## config.mk

```make
export PLATFORM = sky130hd
export DESIGN_NAME = ub_input_feeder_flat
export DESIGN_NICKNAME = d
export VERILOG_FILES = /design/src/rtl/tpu_pkg.sv /design/src/rtl/ub_input_feeder_if.sv /design/src/rtl/ub_input_feeder_skew_mux.sv /design/src/rtl/ub_input_feeder.sv /design/src/flat_wrapper.sv
export SDC_FILE = /design/constraint.sdc
export NUM_CORES = 1
export LEC_CHECK = 0
export ABC_AREA = 1
export CAP_MARGIN = 0
export CORE_MARGIN = 8
export CORE_UTILIZATION = 44
export CTS_CLUSTER_SIZE = 40
export DETAILED_ROUTE_END_ITERATION = 8
export GPL_ROUTABILITY_DRIVEN = 1
export GPL_TIMING_DRIVEN = 1
export PLACE_DENSITY = 0.71
export SYNTH_ARGS = -nofsm -noshare
export SYNTH_HDL_FRONTEND = slang
export SYNTH_HIERARCHICAL = 1
export SYNTH_SLANG_ARGS = --single-unit
```

## constraint.sdc

```tcl
create_clock -name clk -period 3.5 [get_ports clk]
set_input_delay 0.875 -clock clk [delete_from_list [all_inputs] [get_ports clk]]
set_output_delay 0.875 -clock clk [all_outputs]
set_load 0.01 [all_outputs]
```

## src/rtl/tpu_pkg.sv

```systemverilog
// Shared types and constants for the TPU datapath.
// Holds the input-feeder state encoding and tile geometry.
package tpu_pkg;

  localparam int DATA_WIDTH = 8;
  localparam int ADDR_WIDTH = 13;
  localparam int CNT_WIDTH  = 8;
  localparam int TILE_WORDS = 4;

  typedef enum logic [2:0] {
    ST_IDLE,
    ST_REQ,
    ST_LATCH,
    ST_SKEW0,
    ST_SKEW1,
    ST_SKEW2,
    ST_DONE
  } feeder_state_t;

endpackage

```

## src/rtl/ub_input_feeder_if.sv

```systemverilog
// Bundle between controller, unified buffer and array.
// master = the feeder, slave = its environment.
interface ub_input_feeder_if #(
  parameter int DATA_WIDTH = tpu_pkg::DATA_WIDTH,
  parameter int ADDR_WIDTH = tpu_pkg::ADDR_WIDTH,
  parameter int CNT_WIDTH  = tpu_pkg::CNT_WIDTH
);

  logic                  start;
  logic [ADDR_WIDTH-1:0] base_addr;
  logic [CNT_WIDTH-1:0]  num_tiles;
  logic                  ub_load_input;
  logic [ADDR_WIDTH-1:0] ub_addr;
  logic [DATA_WIDTH-1:0] ub_in_00;
  logic [DATA_WIDTH-1:0] ub_in_01;
  logic [DATA_WIDTH-1:0] ub_in_10;
  logic [DATA_WIDTH-1:0] ub_in_11;
  logic [DATA_WIDTH-1:0] a_row0;
  logic [DATA_WIDTH-1:0] a_row1;
  logic                  a_valid0;
  logic                  a_valid1;
  logic                  busy;
  logic                  done;

  modport master (
    input  start, base_addr, num_tiles,
    input  ub_in_00, ub_in_01,
    input  ub_in_10, ub_in_11,
    output ub_load_input, ub_addr,
    output a_row0, a_row1,
    output a_valid0, a_valid1,
    output busy, done
  );

  modport slave (
    output start, base_addr, num_tiles,
    output ub_in_00, ub_in_01,
    output ub_in_10, ub_in_11,
    input  ub_load_input, ub_addr,
    input  a_row0, a_row1,
    input  a_valid0, a_valid1,
    input  busy, done
  );

endinterface

```

## src/rtl/ub_input_feeder_skew_mux.sv

```systemverilog
// Selects row data/valids for one skew phase of a 2x2 tile.
// Tile word order: [0]=m00 [1]=m01 [2]=m10 [3]=m11.
module skew_mux
  import tpu_pkg::*;
#(
  parameter int DATA_WIDTH = tpu_pkg::DATA_WIDTH
) (
  input  feeder_state_t                state_i,
  input  logic [3:0][DATA_WIDTH-1:0]   tile_i,
  output logic [DATA_WIDTH-1:0]        row0_o,
  output logic [DATA_WIDTH-1:0]        row1_o,
  output logic                         valid0_o,
  output logic                         valid1_o
);

  // Diagonal skew: row 1 lags row 0 by one cycle.
  always_comb begin
    row0_o   = '0;
    row1_o   = '0;
    valid0_o = 1'b0;
    valid1_o = 1'b0;
    unique case (1'b1)
      (state_i == ST_SKEW0): begin
        row0_o   = tile_i[0];
        valid0_o = 1'b1;
      end
      (state_i == ST_SKEW1): begin
        row0_o   = tile_i[1];
        valid0_o = 1'b1;
        row1_o   = tile_i[2];
        valid1_o = 1'b1;
      end
      (state_i == ST_SKEW2): begin
        row1_o   = tile_i[3];
        valid1_o = 1'b1;
      end
      default: ;
    endcase
  end

endmodule

```

## src/rtl/ub_input_feeder.sv

```systemverilog
// Unified-buffer read client feeding the 2x2 array.
// Prefetches the next tile in SKEW1 to stream back-to-back.
module ub_input_feeder
  import tpu_pkg::*;
#(
  parameter int DATA_WIDTH = tpu_pkg::DATA_WIDTH,
  parameter int ADDR_WIDTH = tpu_pkg::ADDR_WIDTH,
  parameter int CNT_WIDTH  = tpu_pkg::CNT_WIDTH
) (
  input logic               clk,
  input logic               reset,
  ub_input_feeder_if.master bus
);

  typedef logic [3:0][DATA_WIDTH-1:0] tile_t;

  feeder_state_t         state_q, state_d;
  logic [ADDR_WIDTH-1:0] addr_q, addr_d;
  logic [CNT_WIDTH-1:0]  rem_q, rem_d;
  tile_t                 tile_q, tile_d;

  logic                  ld_q, ld_d;
  logic [ADDR_WIDTH-1:0] uaddr_q, uaddr_d;
  logic [DATA_WIDTH-1:0] row0_q, row0_d;
  logic [DATA_WIDTH-1:0] row1_q, row1_d;
  logic                  v0_q, v0_d;
  logic                  v1_q, v1_d;
  logic                  busy_q, busy_d;
  logic                  done_q, done_d;

  tile_t                 ub_tile;
  logic                  more;

  assign ub_tile = {bus.ub_in_11, bus.ub_in_10,
                    bus.ub_in_01, bus.ub_in_00};
  assign more    = rem_q > CNT_WIDTH'(1);

  // Next state, address/count bookkeeping and tile capture.
  always_comb begin
    state_d = state_q;
    addr_d  = addr_q;
    rem_d   = rem_q;
    tile_d  = tile_q;
    unique case (state_q)
      ST_IDLE: begin
        if (bus.start) begin
          if (bus.num_tiles != '0) begin
            addr_d  = bus.base_addr;
            rem_d   = bus.num_tiles;
            state_d = ST_REQ;
          end else begin
            state_d = ST_DONE;
          end
        end
      end
      ST_REQ:   state_d = ST_LATCH;
      ST_LATCH: begin
        tile_d  = ub_tile;
        addr_d  = addr_q + ADDR_WIDTH'(TILE_WORDS);
        state_d = ST_SKEW0;
      end
      ST_SKEW0: state_d = ST_SKEW1;
      ST_SKEW1: state_d = ST_SKEW2;
      ST_SKEW2: begin
        rem_d = rem_q - CNT_WIDTH'(1);
        if (more) begin
          tile_d  = ub_tile;
          addr_d  = addr_q + ADDR_WIDTH'(TILE_WORDS);
          state_d = ST_SKEW0;
        end else begin
          state_d = ST_DONE;
        end
      end
      ST_DONE:  state_d = ST_IDLE;
      default:  state_d = ST_IDLE;
    endcase
  end

  skew_mux #(
    .DATA_WIDTH (DATA_WIDTH)
  ) u_skew_mux (
    .state_i  (state_d),
    .tile_i   (tile_d),
    .row0_o   (row0_d),
    .row1_o   (row1_d),
    .valid0_o (v0_d),
    .valid1_o (v1_d)
  );

  // Outputs are decoded from next state so they register cleanly.
  always_comb begin
    ld_d    = (state_d == ST_REQ) ||
              ((state_d == ST_SKEW1) &&
               (rem_d > CNT_WIDTH'(1)));
    uaddr_d = ld_d ? addr_d : '0;
    busy_d  = state_d != ST_IDLE;
    done_d  = state_d == ST_DONE;
  end

  // State, bookkeeping and output registers.
  always_ff @(posedge clk or negedge reset) begin
    if (!reset) begin
      state_q <= ST_IDLE;
      addr_q  <= '0;
      rem_q   <= '0;
      tile_q  <= '0;
      ld_q    <= 1'b0;
      uaddr_q <= '0;
      row0_q  <= '0;
      row1_q  <= '0;
      v0_q    <= 1'b0;
      v1_q    <= 1'b0;
      busy_q  <= 1'b0;
      done_q  <= 1'b0;
    end else begin
      state_q <= state_d;
      addr_q  <= addr_d;
      rem_q   <= rem_d;
      tile_q  <= tile_d;
      ld_q    <= ld_d;
      uaddr_q <= uaddr_d;
      row0_q  <= row0_d;
      row1_q  <= row1_d;
      v0_q    <= v0_d;
      v1_q    <= v1_d;
      busy_q  <= busy_d;
      done_q  <= done_d;
    end
  end

  assign bus.ub_load_input = ld_q;
  assign bus.ub_addr       = uaddr_q;
  assign bus.a_row0        = row0_q;
  assign bus.a_row1        = row1_q;
  assign bus.a_valid0      = v0_q;
  assign bus.a_valid1      = v1_q;
  assign bus.busy          = busy_q;
  assign bus.done          = done_q;

endmodule

```

## src/flat_wrapper.sv

```systemverilog
// flat-port wrapper written by rule: the top's interface ports become plain ports
module ub_input_feeder_flat import tpu_pkg::*;
#(
  parameter int DATA_WIDTH = tpu_pkg::DATA_WIDTH,
  parameter int ADDR_WIDTH = tpu_pkg::ADDR_WIDTH,
  parameter int CNT_WIDTH  = tpu_pkg::CNT_WIDTH
)
  (clk, reset, bus_start, bus_base_addr, bus_num_tiles, bus_ub_in_00, bus_ub_in_01, bus_ub_in_10, bus_ub_in_11, bus_ub_load_input, bus_ub_addr, bus_a_row0, bus_a_row1, bus_a_valid0, bus_a_valid1, bus_busy, bus_done);
  ub_input_feeder_if #(.DATA_WIDTH(DATA_WIDTH), .ADDR_WIDTH(ADDR_WIDTH), .CNT_WIDTH(CNT_WIDTH)) bus_i ();
  input logic clk;
  input logic reset;
  input wire logic [$bits(bus_i.start)-1:0] bus_start;
  input wire logic [$bits(bus_i.base_addr)-1:0] bus_base_addr;
  input wire logic [$bits(bus_i.num_tiles)-1:0] bus_num_tiles;
  input wire logic [$bits(bus_i.ub_in_00)-1:0] bus_ub_in_00;
  input wire logic [$bits(bus_i.ub_in_01)-1:0] bus_ub_in_01;
  input wire logic [$bits(bus_i.ub_in_10)-1:0] bus_ub_in_10;
  input wire logic [$bits(bus_i.ub_in_11)-1:0] bus_ub_in_11;
  output wire logic [$bits(bus_i.ub_load_input)-1:0] bus_ub_load_input;
  output wire logic [$bits(bus_i.ub_addr)-1:0] bus_ub_addr;
  output wire logic [$bits(bus_i.a_row0)-1:0] bus_a_row0;
  output wire logic [$bits(bus_i.a_row1)-1:0] bus_a_row1;
  output wire logic [$bits(bus_i.a_valid0)-1:0] bus_a_valid0;
  output wire logic [$bits(bus_i.a_valid1)-1:0] bus_a_valid1;
  output wire logic [$bits(bus_i.busy)-1:0] bus_busy;
  output wire logic [$bits(bus_i.done)-1:0] bus_done;
  assign bus_i.start = bus_start;
  assign bus_i.base_addr = bus_base_addr;
  assign bus_i.num_tiles = bus_num_tiles;
  assign bus_i.ub_in_00 = bus_ub_in_00;
  assign bus_i.ub_in_01 = bus_ub_in_01;
  assign bus_i.ub_in_10 = bus_ub_in_10;
  assign bus_i.ub_in_11 = bus_ub_in_11;
  assign bus_ub_load_input = bus_i.ub_load_input;
  assign bus_ub_addr = bus_i.ub_addr;
  assign bus_a_row0 = bus_i.a_row0;
  assign bus_a_row1 = bus_i.a_row1;
  assign bus_a_valid0 = bus_i.a_valid0;
  assign bus_a_valid1 = bus_i.a_valid1;
  assign bus_busy = bus_i.busy;
  assign bus_done = bus_i.done;
  ub_input_feeder #(.DATA_WIDTH(DATA_WIDTH), .ADDR_WIDTH(ADDR_WIDTH), .CNT_WIDTH(CNT_WIDTH)) u_core (.clk(clk), .reset(reset), .bus(bus_i));
endmodule
```

==> results of run 1 <==
-- synthesized netlist by cell type, drive strengths merged --
master and number:
a21o 1, a21oi 25, and2 1, buf 18, clkbuf 1, clkinv 1, dfrtp 90, ha 3
inv 49, nand2 198, nand3 38, nand3b 3, nand4 18, nor2 39, nor3 8, o211ai 1
o21a 1, o21ai 18, or2 2
-- power groups by stage --
stage | combinational [W] | clock (W) | sequential, W
floorplan | 0.00159 | 0 | 0.00171
global placement | 0.00231 | 0 | 0.00169
detailed placement | 0.00237 | 0 | 0.00170
CTS | 0.00237 | 0.000786 | 0.00168
global route | 0.00266 | 0.000830 | 0.00173
finish | 0.00236 | 0.000771 | 0.00168
-- metal layers --
layer	vias to the layer above	global-route usage, %
met1	1756	22.48
met2	151	25.84
li1	1810	-
met4	0	8.259
met5	-	0
met3	27	3.856
-- path summary, 6_finish.rpt --
kind	start	endpoint	slack, ns
max in group asynchronous	reset	u_core/bus.ub_addr[5]	2.23
setup / recovery	bus_num_tiles[7]	u_core/addr_q[10]	0.88
min in group asynchronous	reset	u_core/rem_q[2]	0.54
hold / removal	u_core/tile_q[25]	u_core/tile_q[25]	0.48
setup reg to reg	u_core/rem_q[0]	u_core/bus.a_row1[0]	1.15
hold reg to reg	u_core/tile_q[25]	u_core/tile_q[25]	0.48
-- state kept, by name, indices dropped and copies added (netlist names) --
name	cells
u_core/tile_q	32
u_core/addr_q	13
u_core/bus.ub_addr	13
u_core/bus.a_row0	8
u_core/bus.a_row1	8
u_core/rem_q	8
u_core/state_q	3
u_core/bus.a_valid0	1
u_core/bus.a_valid1	1
u_core/bus.busy	1
u_core/bus.done	1
u_core/bus.ub_load_input	1
-- final cells by class --
| type | count | area (µm²) | share of cell area [%] |
|---|---|---|---|
| Sequential cell | 90 | 2252 | 41.55 |
| Multi-Input combinational cell | 356 | 1648 | 30.40 |
| Timing Repair Buffer | 98 | 955.9 | 17.64 |
| Inverter | 50 | 187.7 | 3.463 |
| Tap cell | 129 | 161.4 | 2.978 |
| Clock buffer | 9 | 123.9 | 2.285 |
| Clock inverter | 6 | 91.34 | 1.685 |
-- logic make-up after synthesis --
group	count (synthesis)	share of synthesized area, %
DFF	90	53.68
and+or+nand+nor	307	32.00
buffers and inverters	69	7.486
adders and majority gates	3	0.8948
AOI/OAI and AO/OA	46	5.935
-- critical path: cells and delay by family --
| family | cells | cell delay [ns] |
|---|---|---|
| and+or+nand+nor | 4 | 0.50 |
| buffers and inverters | 4 | 0.93 |
| AOI/OAI and AO/OA | 3 | 0.54 |
-- metrics by stage --
stage	instances	power [W]	setup WS, ns	area, µm²
final	738	0.004814	0.8835	5420
after global routing	738	0.005213	0.7647	5420
after CTS	738	0.004838	0.9266	5420
after detailed placement	723	0.004066	0.5491	5205
after global placement	723	0.003996	0.6157	5205
after floorplan	515	0.003306	1.020	4195
==> out/results.txt, run 1 <==
Most frequent cells in the layout - nand2_1 (194), dfrtp_1 (90), clkdlybuf4s50_1 (88)
Clock transition at path regs - 0.08 ns
Clk sinks - 90
Synth top area share - 53.68%
Most common cell after layout, fill and taps aside - nand2_1
Synth area leaders - dfrtp_1 (54%), nand2_1 (17%), nand3_1 (4.3%)
Vias per cell - 5.073
Initial Util - 45.40%
Die ar. - 12,920 µm²
Met1 WL - 4749 µm
Final core occ - 58.66%
CTS tree - yes
GRT overflow - 0
Fmax - 0.3822 GHz
Slowest stage delay, CP - 0.43 ns
Worst slew pin tran - 0.6394 ns
Switch share - 43.83%
Met3 routed WL - 684 µm
Unique cell type count in the Yosys netlist - 32
Synthesized flop and latch total - 90
GRT Util Overall - 17.03%
R2R depth - 11
Net switching power - 0.002110 W
Endpoints failing hold - 0
DR pass1 iterations - 4
Final setup fails - 0
Leak - 2.716 nW
Status - complete, no violations
Internal power - 0.002704 W
CP arrival - 2.85 ns
Metal2 WL - 4837 µm
CP Launch Type - primary input
HPWL after DPL - 7655 µm
Iter 0 DRT Violations - 146
Final min period - 2.617 ns
Synthesized area per cell - 8.146 µm²
RSZ-0062 raised after global routing - false
First-pass GRT wire length - 17,790 µm
WL/cell - 14.29 µm
Final Max Slew Viols - 0
Sequential share of power - 35.0%
Die X - 113.6 µm
Routed wire length - 10,550 µm
Post-CTS sizing - 0
Number of global-route vias before repair - 3,759
# nets final - 664
Net count after synthesis - 574
Top routing layer used - met4
Core box area - 9240 µm²
Fillers - 834
Top-level I/O count - 90
Hold path cells - 2
Initial antenna violation count - 0
Synth-to-layout area growth - 29.20%
Total number of vias - 3,744
Crit-path cells - clkdlybuf4s50_1 > nor2_1 > nand2_1 > o21ai_2 > or2_2 > buf_4 > inv_1 > nand2_1 > o21ai_0 > a21oi_1 > inv_1
Setup Skew - 0.01133 ns
Peak VDD IR - 0.4648 mV
Port buffer count - 89
Max-slew headroom - 57.38%
Antenna viol nets, final - 0
Worst path slowest cell - clkdlybuf4s50_1
# hold bufs at CTS - 0
Post-synthesis sequential area ratio - 53.68%
Min-Delay Path Class - reg2reg
Layout cell share with drive strength beyond 1 - 7.061%
Num CTS Buffers - 9
Combinational share of power - 49.0%
# rows - 35
Post-CTS Setup Inserts - 0
Setup_tns - 0 ns
DIE HEIGHT - 113.6 µm
Tcrit/Tclk final - 74.76%
YS warnings - 6
Crit path capture type - flip-flop
Pin count of the biggest net entering global routing - 52
CTS Buffer Depth - 2
Synth area leader - dfrtp_1
Hold Slack - 0.4837 ns
Clk_lat worst skew - 0.36 ns
Worst Path Required - 3.73 ns
DRC viols - 0
CP Max Fanout - 19
Cell Pwr Density - 888.2 nW/µm²
Gp weighted congestion - 0.8768
Critical path type - in2reg
Mapped Cells - 515
Maximum capacitance violations - 0
Power share of the clock group - 16.0%
Root buffer cell - clkbuf_8
Synthesized area - 4195 µm²
H-tree depth - 3
Ant. Diodes - 0
Power figures use the tool's default switching activity.
==> run 2, diff against run 1 <==
Settings changed: PLACE_DENSITY 0.71 to 0.73.
Clock period 3.5 ns to 2.1 ns, I/O delays scaled along.
==> out/results.txt, run 2 (synthesis results as in run 1) <==
Peak VDD IR - 0.6514 mV (+40%)
Hold Slack - 0.1015 ns (-0.3822 ns)
Initial antenna violation count - 0 (unchanged)
WL/cell - 15.66 µm (+9.6%)
Sequential share of power - 29.5% (-5.5 points)
Cell Pwr Density - 1576 nW/µm² (+77%)
Initial Util - 45.40% (unchanged)
Area post-placement - 5425 µm² (+4.2%)
First-pass GRT wire length - 18,170 µm (+2.2%)
Critical path type - reg2reg
H-tree depth - 3 (unchanged)
Largest Register - u_core/tile_q
Leak - 3.048 nW (+12%)
Total number of vias - 3,913 (+4.5%)
Core box area - 9240 µm² (unchanged)
CP Launch Type - flip-flop
Die X - 113.6 µm (unchanged)
Routed wire length - 12,160 µm (+15%)
Final min period - 2.057 ns
GRT Util Overall - 17.18% (+0.15 points)
DIE HEIGHT - 113.6 µm (unchanged)
CTS Buffer Depth - 2 (unchanged)
Most frequent cells in the layout - nand2_1 (191), dfrtp_1 (87), clkdlybuf4s50_1 (79)
Maximum capacitance violations - 0 (unchanged)
Port buffer count - 89 (unchanged)
CP Max Fanout - 16 (-3)
Antenna viol nets, final - 0 (unchanged)
Pin count of the biggest net entering global routing - 42 (-19%)
# nets final - 702 (+5.7%)
Status - complete, no violations
Setup Skew - 0.01146 ns (+0.0001337 ns)
Clk_lat worst skew - 0.36 ns (about the same)
# hold bufs at CTS - 0 (unchanged)
Iter 0 DRT Violations - 187 (+28%)
Switch share - 43.01% (-0.81 points)
Ant. Diodes - 0 (unchanged)
Post-layout instance area - 6121 µm² (+13%)
Final std cells w/o fill - 776 (+5.1%)
CP arrival - 2.36 ns (-0.49 ns)
CTS tree - yes
Top-level I/O count - 90 (unchanged)
Min-Delay Path Class - in2async
Internal power - 0.005496 W (+100%)
Tcrit/Tclk final - 97.94%
Worst slew pin tran - 0.4442 ns (-0.1951 ns)
Dpl cells - 743 (+2.8%)
DRC viols - 0 (unchanged)
Number of flip-flops in the largest register - 32 (unchanged)
Num CTS Buffers - 9 (unchanged)
Max-slew headroom - 70.38% (+13 points)
Worst Path Required - 2.40 ns (-1.33 ns)
Gp weighted congestion - 0.8630 (-1.6%)
Synth-to-layout area growth - 45.90%
Combinational share of power - 56.7% (+7.7 points)
Clock transition at path regs - 0.10 ns (+0.02 ns)
Fmax - 0.4862 GHz
Layout cell share with drive strength beyond 1 - 18.86% (+12 points)
# rows - 35 (unchanged)
Vias per cell - 5.043 (-0.60%)
Root buffer cell - clkbuf_8
Most common cell after layout, fill and taps aside - nand2_1
Clk sinks - 90 (unchanged)
Endpoints failing hold - 0 (unchanged)
DR pass1 iterations - 4 (unchanged)
Final setup fails - 0 (unchanged)
Net switching power - 0.004149 W (+97%)
Fillers - 742 (-11%)
Final core occ - 66.24% (+7.6 points)
Number of global-route vias before repair - 3,830 (+1.9%)
Die ar. - 12,920 µm² (unchanged)
HPWL after DPL - 7797 µm (+1.9%)
Final Max Slew Viols - 0 (unchanged)
Power share of the clock group - 13.8% (-2.2 points)
GRT overflow - 0 (unchanged)
Crit path capture type - flip-flop
==> run 2: final timing paths <==
| path | from | to | slack [ns] | cells past startpoint |
|---|---|---|---|---|
| max in group asynchronous | reset | u_core/tile_q[31] | 1.40 | 2 |
| worst max register to register | u_core/rem_q[1] | u_core/bus.a_row1[1] | 0.04 | 11 |
| min in group clk | u_core/tile_q[21] | u_core/tile_q[21] | 0.49 | 2 |
| worst min register to register | u_core/tile_q[21] | u_core/tile_q[21] | 0.49 | 2 |
| worst max-delay path | u_core/rem_q[1] | u_core/bus.a_row1[1] | 0.04 | 11 |
| worst min-delay path | reset | u_core/bus.a_row1[6] | 0.10 | 1 |
==> run 2: power by group through the flow <==
stage | combinational (W) | sequential, W | clock [W]
finish | 0.00547 | 0.00284 | 0.00133
global route | 0.00599 | 0.00291 | 0.00143
CTS | 0.00449 | 0.00281 | 0.00136
detailed placement | 0.00440 | 0.00284 | 0
global placement | 0.00429 | 0.00282 | 0
floorplan | 0.00266 | 0.00285 | 0
==> run 2: layout make-up <==
type / instances / area (µm²) / area share, %
Inverter: 50 / 202.7 / 3.312
Timing Repair Buffer: 133 / 1431 / 23.39
Multi-Input combinational cell: 358 / 1841 / 30.07
Sequential cell: 90 / 2256 / 36.86
Clock buffer: 9 / 123.9 / 2.024
Tap cell: 129 / 161.4 / 2.637
Clock inverter: 6 / 97.59 / 1.594
Timing Repair inverter: 1 / 7.507 / 0.1226
==> run 2: timing repair <==
| action | 4_1_cts | 5_1_grt |
|---|---|---|
| cloned | 1 | 8 |
| pin swaps | 1 | 19 |
| resized for setup | 1 | 70 |
| buffers inserted | 0 | 9 |
| setup endpoints to repair | 13 | 38 |
==> run 2: critical path, cell delays in order, from the launching register on <==
cell and delay (ns):
dfrtp_1 0.42, inv_2 0.12, ha_4 0.16, nand3_4 0.09, a21o_4 0.25, a21oi_4 0.25, buf_8 0.19, clkbuf_16 0.18
nand2_1 0.06, nand2_1 0.10, nand4_1 0.10, nand2_1 0.08
==> run 2: per-layer routing <==
metal	part of all wire (%)	up-vias	GRT usage (%)
li1	-	1888	-
met1	43	1884	21.58
met5	0	-	0
met3	5.1	15	3.751
met2	50	126	28.60
met4	1.4	0	5.861
==> run 2: per-stage QoR <==
stage	TNS (ns)	total power, W	setup slack (ns)
5_1_grt	-1.050	0.01033	-0.08937
3_3_place_gp	-11.05	0.007108	-0.3297
6_report	0	0.009645	0.04328
3_5_place_dp	-13.33	0.007233	-0.3741
4_1_cts	0	0.008658	0.009316
2_1_floorplan	0	0.005511	0.002123
==> run 3, diff against run 2 <==
--- a/constraint.sdc
+++ b/constraint.sdc
@@ -3,2 +3,2 @@
 set_output_delay 0.525 -clock clk [all_outputs]
-set_load 0.01 [all_outputs]
+set_load 0.02 [all_outputs]
==> results of run 3 <==
Same layout as run 2 (identical final DEF). Status: complete, no violations.
Among the figures that moved: total power 0.009645 W -> 0.009801 W; worst IR drop on VDD 0.6514 mV -> 0.6533 mV
